--- src/rtl/reset_seq.sv ---
// reset_seq: power-on reset sequencer for N dependent reset domains on one clock.
// All channels assert together on power-up, on reset_ni low or on req_i. They
// then release one at a time, channel 0 first: channel 0 after an initial hold,
// and each later channel D cycles after the previous one. done_o flags that
// every channel has been released.
// Optional watchdog, compiled in with `define RESET_SEQ_WDT_EN: in RUN, WDT
// cycles without a kick_i re-run the whole sequence and set the sticky wdt_o.
//
// Handshake: there is none. req_i and kick_i are level inputs sampled on every
// rising edge of clock. The outputs are registered and change only on that edge.
//
// Power-up values come from register initialisers, so the block also works on
// devices that have no reset line.
module reset_seq #(
  parameter int N    = 4,
  parameter int INIT = 16,
  parameter int D    = 8,
  parameter int WDT  = 1024,
  localparam int SW  = $clog2(N + 1)
) (
  input  logic          clock,
  input  logic          reset_ni,
  input  logic          req_i,
  input  logic          kick_i,
  output logic [N-1:0]  reset_o,
  output logic [SW-1:0] stage_o,
  output logic          done_o,
  output logic          wdt_o
);

  // Largest value the delay counter has to hold.
  localparam int SEQ_MAX = (INIT > D) ? INIT : D;
`ifdef RESET_SEQ_WDT_EN
  localparam int CNT_MAX = (SEQ_MAX > WDT) ? SEQ_MAX : WDT;
`else
  localparam int CNT_MAX = SEQ_MAX;
`endif
  localparam int CW = $clog2(CNT_MAX + 1);

  // Channel 0 is released on the INIT-th edge after the first quiet edge
  // (edge 0), so the HOLD count runs 0..INIT.
  localparam logic [CW-1:0] HOLD_LAST = CW'(INIT);
  localparam logic [CW-1:0] STEP_LAST = CW'(D - 1);
  localparam logic [SW-1:0] STAGE_N   = SW'(N);
  localparam logic [SW-1:0] STAGE_ONE = SW'(1);

  typedef enum logic [1:0] {
    HOLD = 2'd0,
    STEP = 2'd1,
    RUN  = 2'd2
  } state_e;

  // Registered state. The initialisers give the power-up values.
  state_e          state_q = HOLD;
  logic [CW-1:0]   cnt_q   = '0;
  logic [SW-1:0]   stage_q = '0;
  logic [N-1:0]    reset_q = '1;
  logic            done_q  = 1'b0;

  state_e          state_d;
  logic [CW-1:0]   cnt_d;
  logic [SW-1:0]   stage_d;
  logic [N-1:0]    reset_d;
  logic            done_d;
  logic            wdt_trip;

`ifdef RESET_SEQ_WDT_EN
  logic            wdt_q = 1'b0;
`else
  logic            unused_kick;
  assign unused_kick = kick_i;
`endif

  // Next-state logic for the release sequence and the RUN watchdog.
  // Restarts are not handled here; they are applied in the register block.
  always_comb begin
    state_d  = state_q;
    cnt_d    = cnt_q;
    stage_d  = stage_q;
    done_d   = done_q;
    wdt_trip = 1'b0;
    case (state_q)
      HOLD: begin
        if (cnt_q == HOLD_LAST) begin
          cnt_d   = '0;
          stage_d = STAGE_ONE;
          if (N == 1) begin
            state_d = RUN;
            done_d  = 1'b1;
          end else begin
            state_d = STEP;
          end
        end else begin
          cnt_d = cnt_q + 1'b1;
        end
      end
      STEP: begin
        if (cnt_q == STEP_LAST) begin
          cnt_d   = '0;
          stage_d = stage_q + STAGE_ONE;
          if ((stage_q + STAGE_ONE) == STAGE_N) begin
            state_d = RUN;
            done_d  = 1'b1;
          end
        end else begin
          cnt_d = cnt_q + 1'b1;
        end
      end
      RUN: begin
`ifdef RESET_SEQ_WDT_EN
        // The counter measures cycles since the last kick. A kick on the
        // trip edge itself still saves the sequence.
        if (kick_i) begin
          cnt_d = '0;
        end else if (cnt_q == CW'(WDT - 1)) begin
          wdt_trip = 1'b1;
        end else begin
          cnt_d = cnt_q + 1'b1;
        end
`endif
      end
      default: begin
        state_d = HOLD;
        cnt_d   = '0;
        stage_d = '0;
        done_d  = 1'b0;
      end
    endcase
  end

  // Reset mask is derived from the next stage: bit k asserted while k >= stage.
  always_comb begin
    reset_d = '0;
    for (int k = 0; k < N; k++) begin
      reset_d[k] = (k >= int'(stage_d));
    end
  end

  // State register. A restart (reset_ni low, req_i high or watchdog trip)
  // overrides every other transition on the same edge.
  always_ff @(posedge clock) begin
    if (!reset_ni || req_i || wdt_trip) begin
      state_q <= HOLD;
      cnt_q   <= '0;
      stage_q <= '0;
      reset_q <= '1;
      done_q  <= 1'b0;
    end else begin
      state_q <= state_d;
      cnt_q   <= cnt_d;
      stage_q <= stage_d;
      reset_q <= reset_d;
      done_q  <= done_d;
    end
  end

`ifdef RESET_SEQ_WDT_EN
  // Sticky trip flag. Only reset_ni clears it; req_i leaves it alone.
  always_ff @(posedge clock) begin
    if (!reset_ni) begin
      wdt_q <= 1'b0;
    end else if (wdt_trip) begin
      wdt_q <= 1'b1;
    end
  end

  assign wdt_o = wdt_q;
`else
  assign wdt_o = 1'b0;
`endif

  assign reset_o = reset_q;
  assign stage_o = stage_q;
  assign done_o  = done_q;

endmodule

--- config.mk ---
export PLATFORM = sky130hd
export DESIGN_NAME = reset_seq
export DESIGN_NICKNAME = d
export VERILOG_FILES = /design/src/rtl/reset_seq.sv
export SDC_FILE = /design/constraint.sdc
export NUM_CORES = 1
export LEC_CHECK = 0
export BUFFER_PORTS_ARGS = -buffer_cell sky130_fd_sc_hd__buf_2
export CORE_MARGIN = 5
export CORE_UTILIZATION = 44
export CTS_CLUSTER_SIZE = 16
export DETAILED_ROUTE_END_ITERATION = 8
export RECOVER_POWER = 100
export SYNTH_ARGS = -nofsm -noshare
export SYNTH_HDL_FRONTEND = slang
export SYNTH_SLANG_ARGS = --single-unit
--- constraint.sdc ---
create_clock -name clock -period 1.9 [get_ports clock]
set_input_delay 0.095 -clock clock [delete_from_list [all_inputs] [get_ports clock]]
set_output_delay 0.095 -clock clock [all_outputs]
set_load 0.02 [all_outputs]
After elaboration in Yosys (flattened, before gate mapping)
Cells that the tools add are included.

Add/subtract/negate cells: 2. Multipliers: 0. Div/mod/pow operators: 0. $lt $le $gt $ge: 4. Equal/unequal tests: 8. Shift operators: 0. Muxes and demuxes: 13. Bitwise operators: 2. Reductions and logical operators: 6.

Operators by type and width (count): $pmux 5 s3 (1); $mux 5 (2); $pmux 3 s3 (1); $ge 1x3->1 const A (2); $ge 2x3->1 const A (2); $mux 2 (3); $mux 3 (2); $ne 2x2->1 const B (3); $pmux 2 s3 (1); $add 5x1->5 const B (1); $eq 5x3->1 const B (1); $eq 5x5->1 const B (1); $reduce_and 4->1 (1); $add 3x1->3 const B (1); $eq 3x3->1 const B (1); $reduce_and 3->1 (1); $eq 2x1->1 const B (1); $eq 2x2->1 const B (1); $logic_not 2->1 (1); $mux 1 (2); $not 1->1 (2); $pmux 1 s2 (1); $reduce_or 2->1 (1); $logic_not 1->1 (1); $logic_or 1x1->1 (1).

Flip-flop bits (word level): 15. Bits in latches: 0. Bits in writable memories: 0. ROM bits: 0. Output and inout port bits: 9. Memories kept: 0.

Logic depth before layout (Yosys ltp)
Gate-level depths: netlist of the first run.

Word-level depth: 5. Mapped depth: 6. Mapped depth without buffers: 6.

Least setup slack after synthesis of the first run
No wires, ideal clock.

Path kind: register to register. Start point: register cnt_q[0]. End point: register reset_q[0], in the netlist reset_o[0]. Setup time: 0.126 ns. Data arrival time: 1.458 ns. Required time: 1.774 ns. Setup slack: 0.316 ns. Stages on the path, launching flop included: 7. Buffers on the path: 1. Clock period less this slack: 1.584 ns. Path through: dfxtp_1 > ha_1 > and4bb_1 > buf_4 > a21o_1 > a221oi_4 > nor3_2.

Cells in the longest elaborated chain, start to end: 4. Elaborated cells between the ends (all ways): 6. Those cells by class: 1 x order compare; 2 x eq/ne; 3 x mux.

RTL lines: start, declared (RTL line 55) `logic [CW-1:0] cnt_q = '0;`; start signal, assigned (RTL line 150) `cnt_q <= cnt_d;`; $eq 5x3->1 or $eq 5x5->1 (tied branches) (RTL line 98, 84); $mux 3 (on tied branches) (RTL line 98, 84); $pmux 3 s3 (*) (RTL line 82) `case (state_q)`; $ge 1x3->1 (*) (RTL line 135) `reset_d[k] = (k >= int'(stage_d));`; end signal, assigned (RTL line 152) `reset_q <= reset_d;`; end, declared (RTL line 57) `logic [N-1:0] reset_q = '1;`.

Every way passes the cells marked *; elsewhere a longest branch is shown, timed or not. A chain may end at the register's enable or synchronous reset.

Final worst setup path of the first run
Start point: register cnt_q[0]. End point: register reset_q[2], in the netlist reset_o[2].

Cells in the longest elaborated chain, start to end: 4. Elaborated cells between the ends (all ways): 6. Those cells by class: 1 x order compare; 2 x eq/ne; 3 x mux.

RTL lines (RTL line): $eq 5x3->1 or $eq 5x5->1 (tied branches) (98, 84); $mux 3 (on tied branches) (98, 84); $pmux 3 s3 (*) (82); $ge 2x3->1 (*) (135).

Marked as above.

==> parameters.txt, run 1 <==
Parameter                              Value

Outcome
  Result of the run ... finished, final reports clean

GRT
  Residual overflow from global routing ... 0
  Global-route wire length before repair ... around 2700 µm
  Total track usage ... 0.1330
  Largest net degree at the start of global routing ... 22
  Vias in the first global route ... 597
  Antenna violations before repair ... 0

Clock tree
  Cell chosen for the clock root ... sky130_fd_sc_hd__clkbuf_4
  Post-CTS sizing ... 0
  Clock insertion delay at the later pin of the skew report ... approximately 280 ps
  Clock-pin slew on the worst setup and hold paths ... around 90 ps
  Number of clock buffers inserted by TritonCTS ... 3
  Number of clock sinks ... 15
  TritonCTS clock tree ... done
  Buffer count from post-CTS setup fixing ... 0
  Largest buffer count on any clock path ... 2
  Hold Buf Count CTS ... 0
  CTS HTree Levels ... 1

Power and ir drop
  Net switching component of the power ... approximately 0.00012 W
  Leak Pwr ... approximately 0.32 nW
  Clock network fraction of total power ... 0.348
  Power Dens Cells ... between 600 and 700 nW/µm²
  Portion of total power attributed to sequential cells ... 0.604
  Combinational group share of total power ... 0.048
  Internal Pwr Total ... slightly above 0.0004 W
  Proportion of total power due to net switching ... 0.2320
  Largest voltage drop on the vdd net ... roughly 0.00044 V

Yosys
  Number of register bits inferred by synthesis ... 15
  Post-synthesis async set-or-reset flop share ... 0
  Post-synthesis sequential area ratio ... 0.3653
  Post-Syn Nets ... 99
  Mean instance size in the synthesized netlist ... approximately 9.0 µm²
  Instance count of the mapped netlist ... approximately 90
  Synth Cell Area ... approximately 800 µm²
  Count of distinct cell types in the synthesized netlist ... 35
  Most used flip-flop cell after synthesis ... sky130_fd_sc_hd__dfxtp_1
  Number of enable flip-flop cells after synthesis ... 0
  Count of yosys warnings during synthesis ... 0

Worst setup path
  Critical Path Start ... cnt_q[0]
  Worst setup path category ... reg2reg
  Worst-case register-to-register setup slack ... between 150 and 200 ps
  Beginning of the worst register-to-register path ... cnt_q[0]
  Required time at the worst-slack endpoint ... 2060 ps
  Number of buffers and inverters on the critical path ... 0
  Highest cell delay on the worst timing path ... roughly 420 ps
  Slowest cell on crit path ... sky130_fd_sc_hd__dfxtp_1
  WP data arrival ... 1900 ps
  Crit Reg-Reg Endpoint ... reset_o[2]
  Endpoint type of the worst setup path ... register
  Critical Path, Cell by Cell ... ha_1 -> and4bb_1 -> nand3_1 -> a31oi_1 -> a21oi_1
  Worst-case reg-to-reg path depth ... 5
  Delay-heaviest family, CP ... simple AND/OR/NAND/NOR gates
  CP startpoint kind ... register
  Highest net fanout along the worst path ... 10

Route
  Antenna-violating nets left ... 0
  Number of DRC markers in iteration 0 ... 11
  Drt pass-1 iters ... 4
  Routed wirelength normalized by instance count ... 12.06 µm
  Number of remaining DRC errors ... 0
  DR vias ... ~640
  Average vias per placed instance ... approximately 5.2
  Total routed wirelength ... around 1500 µm

Timing
  Relative slew slack ... 0.5354
  Minimum clock period ... around 1700 ps
  Maximum clock rate ... 575.0 MHz
  PnR worst setup slack ... approximately 160 ps
  Crit share post-route ... 0.9154
  Worst-margin pin slew ... about 700 ps
  Number of setup violations in the final report ... 0
  Final number of hold-violating endpoints ... 0
  Max-slew violation count ... 0
  Final clock skew ... between 4 and 5 ps
  Accumulated negative setup slack ... 0 ps
  Setup repair after global routing missed its margin ... false

Layout
  Number of fill cells ... ~180
  Net count, final ... 108
  Fraction of layout cells with a size suffix above 1 ... 0.1414
  Synth-to-Final Area Change ... 6.697%
  Antenna cells ... 0

Worst hold path
  Worst min-delay path startpoint ... reset_ni
  Hold endpoint ... cnt_q[1]
  Worst hold path class ... in2reg
  Hold path depth ... 3

Floorplanning
  Total Die Area ... between 2000 and 3000 µm²
  Core area ... around 1700 µm²
  Die extent in y ... 53.23 µm
  Site Rows ... 15
  Chip Width ... ~53 µm
  Starting density of the core ... 0.4710
  Number of top-level design ports ... 13

Placement
  Estimated wirelength of the detail-placed design ... ~1000 µm
  Count of buffers from port buffering ... 10
  Place WS ... roughly 220 ps
  Placer Congestion ... 0.7279

Run
  Number of maximum-capacitance violations ... 0
## cell families (layout without fill, tap and decap cells)
kind of cell | count (synthesis) | after routing | synth area share
fa+ha+maj | 4 | 4 | 0.06089
buf+inv | 14 | 22 | 0.08677
flops | 15 | 15 | 0.3653
other cells | 1 | 1 | 0.004562
compound gates | 22 | 22 | 0.2131
simple gates | 33 | 33 | 0.2435
mux | 2 | 2 | 0.02587
## cell type report
type	instances	area (µm²)	share of cell area
Tap cell	25	31.28	0.03566
Sequential cell	15	300.3	0.3424
Multi-Input combinational cell	62	444.2	0.5064
Timing Repair Buffer	11	47.55	0.05421
Clock buffer	3	22.52	0.02568
Inverter	7	26.28	0.02996
Clock inverter	1	5.005	0.005706
## worst max-delay path by stage
stage	end	slack, ps	depth (start not counted)
final	reset_o[2]	160	5
after global routing	reset_o[2]	30	5
after floorplan	reset_o[0]	320	6
after detailed placement	reset_o[2]	220	5
after global placement	reset_o[0]	230	5
after CTS	reset_o[1]	200	5
## synth_stat cells, drive strengths merged (2+ instances only)
| master | instances | area (µm²) |
|---|---|---|
| dfxtp | 15 | 300.3 |
| inv | 7 | 26.28 |
| nand2 | 6 | 22.52 |
| a21oi | 5 | 25.02 |
| nand3 | 5 | 25.02 |
| nor2 | 5 | 18.77 |
| a31oi | 4 | 37.53 |
| buf | 4 | 30.03 |
| ha | 4 | 50.05 |
| o21ai | 4 | 20.01 |
| a21o | 3 | 22.52 |
| clkbuf | 3 | 15.02 |
| nand3b | 3 | 22.52 |
| nor2b | 3 | 18.77 |
| a211oi | 2 | 20.02 |
| a22oi | 2 | 15.01 |
| nor3 | 2 | 15.01 |
| nor3b | 2 | 15.01 |
## sequential cells by signal, summed over array words and instances (netlist names)
signal   count
cnt_q        5
stage_o      3
state_q      2
done_o       1
reset_o      4
## layout by cell type, fill, tap and decap left out, drive strengths merged
cell type / instances
a211oi: 2
a21o: 3
a21oi: 5
a221oi: 1
a22oi: 2
a2bb2oi: 1
a31oi: 4
and4bb: 1
buf: 3
clkbuf: 11
clkinv: 1
conb: 1
dfxtp: 15
ha: 4
inv: 7
mux2: 1
mux2i: 1
nand2: 6
nand2b: 1
nand3: 5
nand3b: 3
nand4: 1
nand4bb: 1
nor2: 5
nor2b: 3
nor3: 2
nor3b: 2
nor4b: 1
o21ai: 4
or2: 1
or3: 1
## routing by layer
metal | GRT usage | vias to the layer above | wire, µm | share of wire
met5 | 0 | - | 0 | 0
met4 | 0.08936 | 0 | 35 | 0.023
met3 | 0.02535 | 4 | 58 | 0.039
met2 | 0.1980 | 11 | 684 | 0.46
met1 | 0.1706 | 290 | 716 | 0.48
li1 | - | 336 | - | -
## worst register-to-register path, cell delays in order, from the launching register on
cell	delay, ps
sky130_fd_sc_hd__dfxtp_1	420
sky130_fd_sc_hd__ha_1	190
sky130_fd_sc_hd__and4bb_1	420
sky130_fd_sc_hd__nand3_1	130
sky130_fd_sc_hd__a31oi_1	360
sky130_fd_sc_hd__a21oi_1	110
## power by group through the flow
stage / logic (W) / registers, W / clock network [W]
floorplan: 0.0000230 / 0.000325 / 0
global placement: 0.0000246 / 0.000326 / 0
detailed placement: 0.0000250 / 0.000326 / 0
CTS: 0.0000256 / 0.000319 / 0.000193
global route: 0.0000299 / 0.000320 / 0.000212
finish: 0.0000253 / 0.000319 / 0.000184
## through the flow
step           total power (W)  instance area, µm²  cells  hold WS (ps)    util
3_3_place_gp         0.0003506               865.8    120         433.1  0.4961
6_report             0.0005280               877.1    124         310.5  0.5025
2_1_floorplan        0.0003485               822.0     91         389.7       -
5_1_grt              0.0005612               877.1    124         364.7  0.5025
4_1_cts              0.0005380               893.4    124         313.0  0.5118
3_5_place_dp         0.0003513               865.8    120         439.2  0.4961
Note: power is estimated with default switching activity, not from simulation.
==> run 2: changes to the inputs <==
--- a/config.mk
+++ b/config.mk
@@ -10,6 +10,7 @@
 export CORE_UTILIZATION = 44
 export CTS_CLUSTER_SIZE = 16
 export DETAILED_ROUTE_END_ITERATION = 8
+export MAX_ROUTING_LAYER = met4
 export RECOVER_POWER = 100
 export SYNTH_ARGS = -nofsm -noshare
 export SYNTH_HDL_FRONTEND = slang
==> run 2 against run 1 <==
Compared with the run above: routed wire length increased by 1.7%; die area unchanged; via count fell by 0.94%; critical path type unchanged; critical endpoint unchanged; largest cell class unchanged; largest power group unchanged.
==> parameters.txt, run 2 (synthesis gave the netlist of run 1 again) <==
Parameter                              Value

Layout
  Util after Layout ... 0.5025 (unchanged)
  Net count, final ... 108 (unchanged)
  Fraction of layout cells with a size suffix above 1 ... 0.1414 (unchanged)
  Most used cells in the layout excluding fill and tap cells ... sky130_fd_sc_hd__dfxtp_1, sky130_fd_sc_hd__clkbuf_1, sky130_fd_sc_hd__inv_1, sky130_fd_sc_hd__nand2_1
  Synth-to-Final Area Change ... 6.697% (unchanged)
  Number of fill cells ... 179 (unchanged)
  Antenna cells ... 0 (unchanged)
  Top register by number of flip-flops ... cnt_q
  Most common library cell in the layout ignoring fill and taps ... sky130_fd_sc_hd__dfxtp_1
  Flip-flop count of the largest register, all copies and words added ... 5 (unchanged)

Worst setup path
  Worst setup path category ... reg2reg
  Slowest cell on crit path ... sky130_fd_sc_hd__and4bb_1
  Endpoint type of the worst setup path ... register
  Highest cell delay on the worst timing path ... 430 ps (about the same)
  CP startpoint kind ... register
  Required time at the worst-slack endpoint ... 2060 ps (about the same)
  WP data arrival ... 1920 ps (+20 ps)
  Critical Path, Cell by Cell ... ha_1 -> and4bb_1 -> nand3_1 -> a31oi_1 -> a21oi_1
  Highest net fanout along the worst path ... 10 (unchanged)

Clock tree
  Post-CTS sizing ... 0 (unchanged)
  TritonCTS clock tree ... done
  CTS HTree Levels ... 1 (unchanged)
  Hold Buf Count CTS ... 0 (unchanged)
  Number of clock buffers inserted by TritonCTS ... 3 (unchanged)
  Cell chosen for the clock root ... sky130_fd_sc_hd__clkbuf_4
  Clock insertion delay at the later pin of the skew report ... 290 ps (about the same)
  Buffer count from post-CTS setup fixing ... 0 (unchanged)
  Number of clock sinks ... 15 (unchanged)
  Clock-pin slew on the worst setup and hold paths ... 100 ps (about the same)
  Largest buffer count on any clock path ... 2 (unchanged)

Timing
  Worst-margin pin slew ... 727.3 ps (+31.29 ps)
  Relative slew slack ... 0.5145 (-0.02089)
  Setup repair after global routing missed its margin ... false
  Crit share post-route ... 0.9238 (+0.008414)
  Maximum clock rate ... 569.7 MHz (-0.91%)
  Hold Slack ... 301.5 ps (-9.021 ps)
  Number of setup violations in the final report ... 0 (unchanged)
  Final clock skew ... 9.389 ps (+4.969 ps)
  Final number of hold-violating endpoints ... 0 (unchanged)
  PnR worst setup slack ... 144.8 ps (-15.99 ps)
  Minimum clock period ... 1755 ps (+15.99 ps)
  Max-slew violation count ... 0 (unchanged)
  Accumulated negative setup slack ... 0 ps (unchanged)

Route
  Average vias per placed instance ... 5.121 (-0.94%)
  Drt pass-1 iters ... 5 (+1)
  Number of DRC markers in iteration 0 ... 8 (-3)
  Total routed wirelength ... 1520 µm (+1.7%)
  Number of remaining DRC errors ... 0 (unchanged)
  DR vias ... 635 (-0.94%)
  Antenna-violating nets left ... 0 (unchanged)
  Routed wirelength normalized by instance count ... 12.26 µm (+1.7%)

Floorplanning
  Die extent in y ... 53.23 µm (unchanged)
  Total Die Area ... 2833 µm² (unchanged)
  Chip Width ... 53.23 µm (unchanged)
  Number of top-level design ports ... 13 (unchanged)
  Starting density of the core ... 0.4710 (unchanged)
  Core area ... 1745 µm² (unchanged)
  Site Rows ... 15 (unchanged)

Worst hold path
  Worst hold path class ... in2reg

Run
  Number of maximum-capacitance violations ... 0 (unchanged)

GRT
  Global-route wire length before repair ... 2684 µm (+0.52%)
  Vias in the first global route ... 597 (unchanged)
  Residual overflow from global routing ... 0 (unchanged)
  Total track usage ... 0.1370 (+0.003940)
  Largest net degree at the start of global routing ... 22 (unchanged)
  Antenna violations before repair ... 0 (unchanged)

Outcome
  Result of the run ... finished, final reports clean

Placement
  Place WS ... 221.6 ps (unchanged)
  Count of buffers from port buffering ... 10 (unchanged)
  Placer Congestion ... 0.7367 (+1.2%)
  Estimated wirelength of the detail-placed design ... 1029 µm (unchanged)

Power and ir drop
  Overall Power ... 0.0005316 W (+0.68%)
  Power Dens Cells ... 606.0 nW/µm² (+0.68%)
  Largest voltage drop on the vdd net ... 0.0004371 V (about the same)
  Leak Pwr ... 0.3164 nW (unchanged)
[run 2: cell counts in the layout (fill, tap and decap cells not counted)]
No cell type changed its count.
[run 2: area by class of cell]
type / count / area (µm²) / area share
Multi-Input combinational cell: 62 / 444.2 / 0.5064
Clock buffer: 3 / 22.52 / 0.02568
Sequential cell: 15 / 300.3 / 0.3424
Clock inverter: 1 / 5.005 / 0.005706
Timing Repair Buffer: 11 / 47.55 / 0.05421
Inverter: 7 / 26.28 / 0.02996
Tap cell: 25 / 31.28 / 0.03566
[run 2: stage by stage]
| step | area (µm²) | std cells |
|---|---|---|
| after floorplan | 822.0 | 91 |
| after global placement | 865.8 | 120 |
| after detailed placement | 865.8 | 120 |
| after CTS | 893.4 | 124 |
| after global routing | 877.1 | 124 |
| final | 877.1 | 124 |
[run 2: path summary, 6_finish.rpt]
path	from	endpoint	slack, ps	cells past startpoint
min	reset_ni	cnt_q[1]	300	3
max reg2reg	cnt_q[0]	reset_o[2]	140	5
max	cnt_q[0]	reset_o[2]	140	5
min reg2reg	done_o	done_o	450	2
[run 2: critical path, delay by kind of cell, from the launching register on]
family,cells,cell delay [ps]
compound gates,2,460
fa+ha+maj,1,190
flops,1,420
simple gates,2,560
[run 2: report_power, final]
group          internal (W)  switching (W)
clock network     0.0000782       0.000109
registers          0.000316     0.00000279
logic             0.0000111      0.0000141
[run 2: metal layers]
layer  vias up  wire [µm]  GRT usage
met5         -          0          -
met1       282        749     0.1723
li1        336          -          -
met4         0         31    0.08936
met2        13        677     0.1980
met3         4         62    0.02535
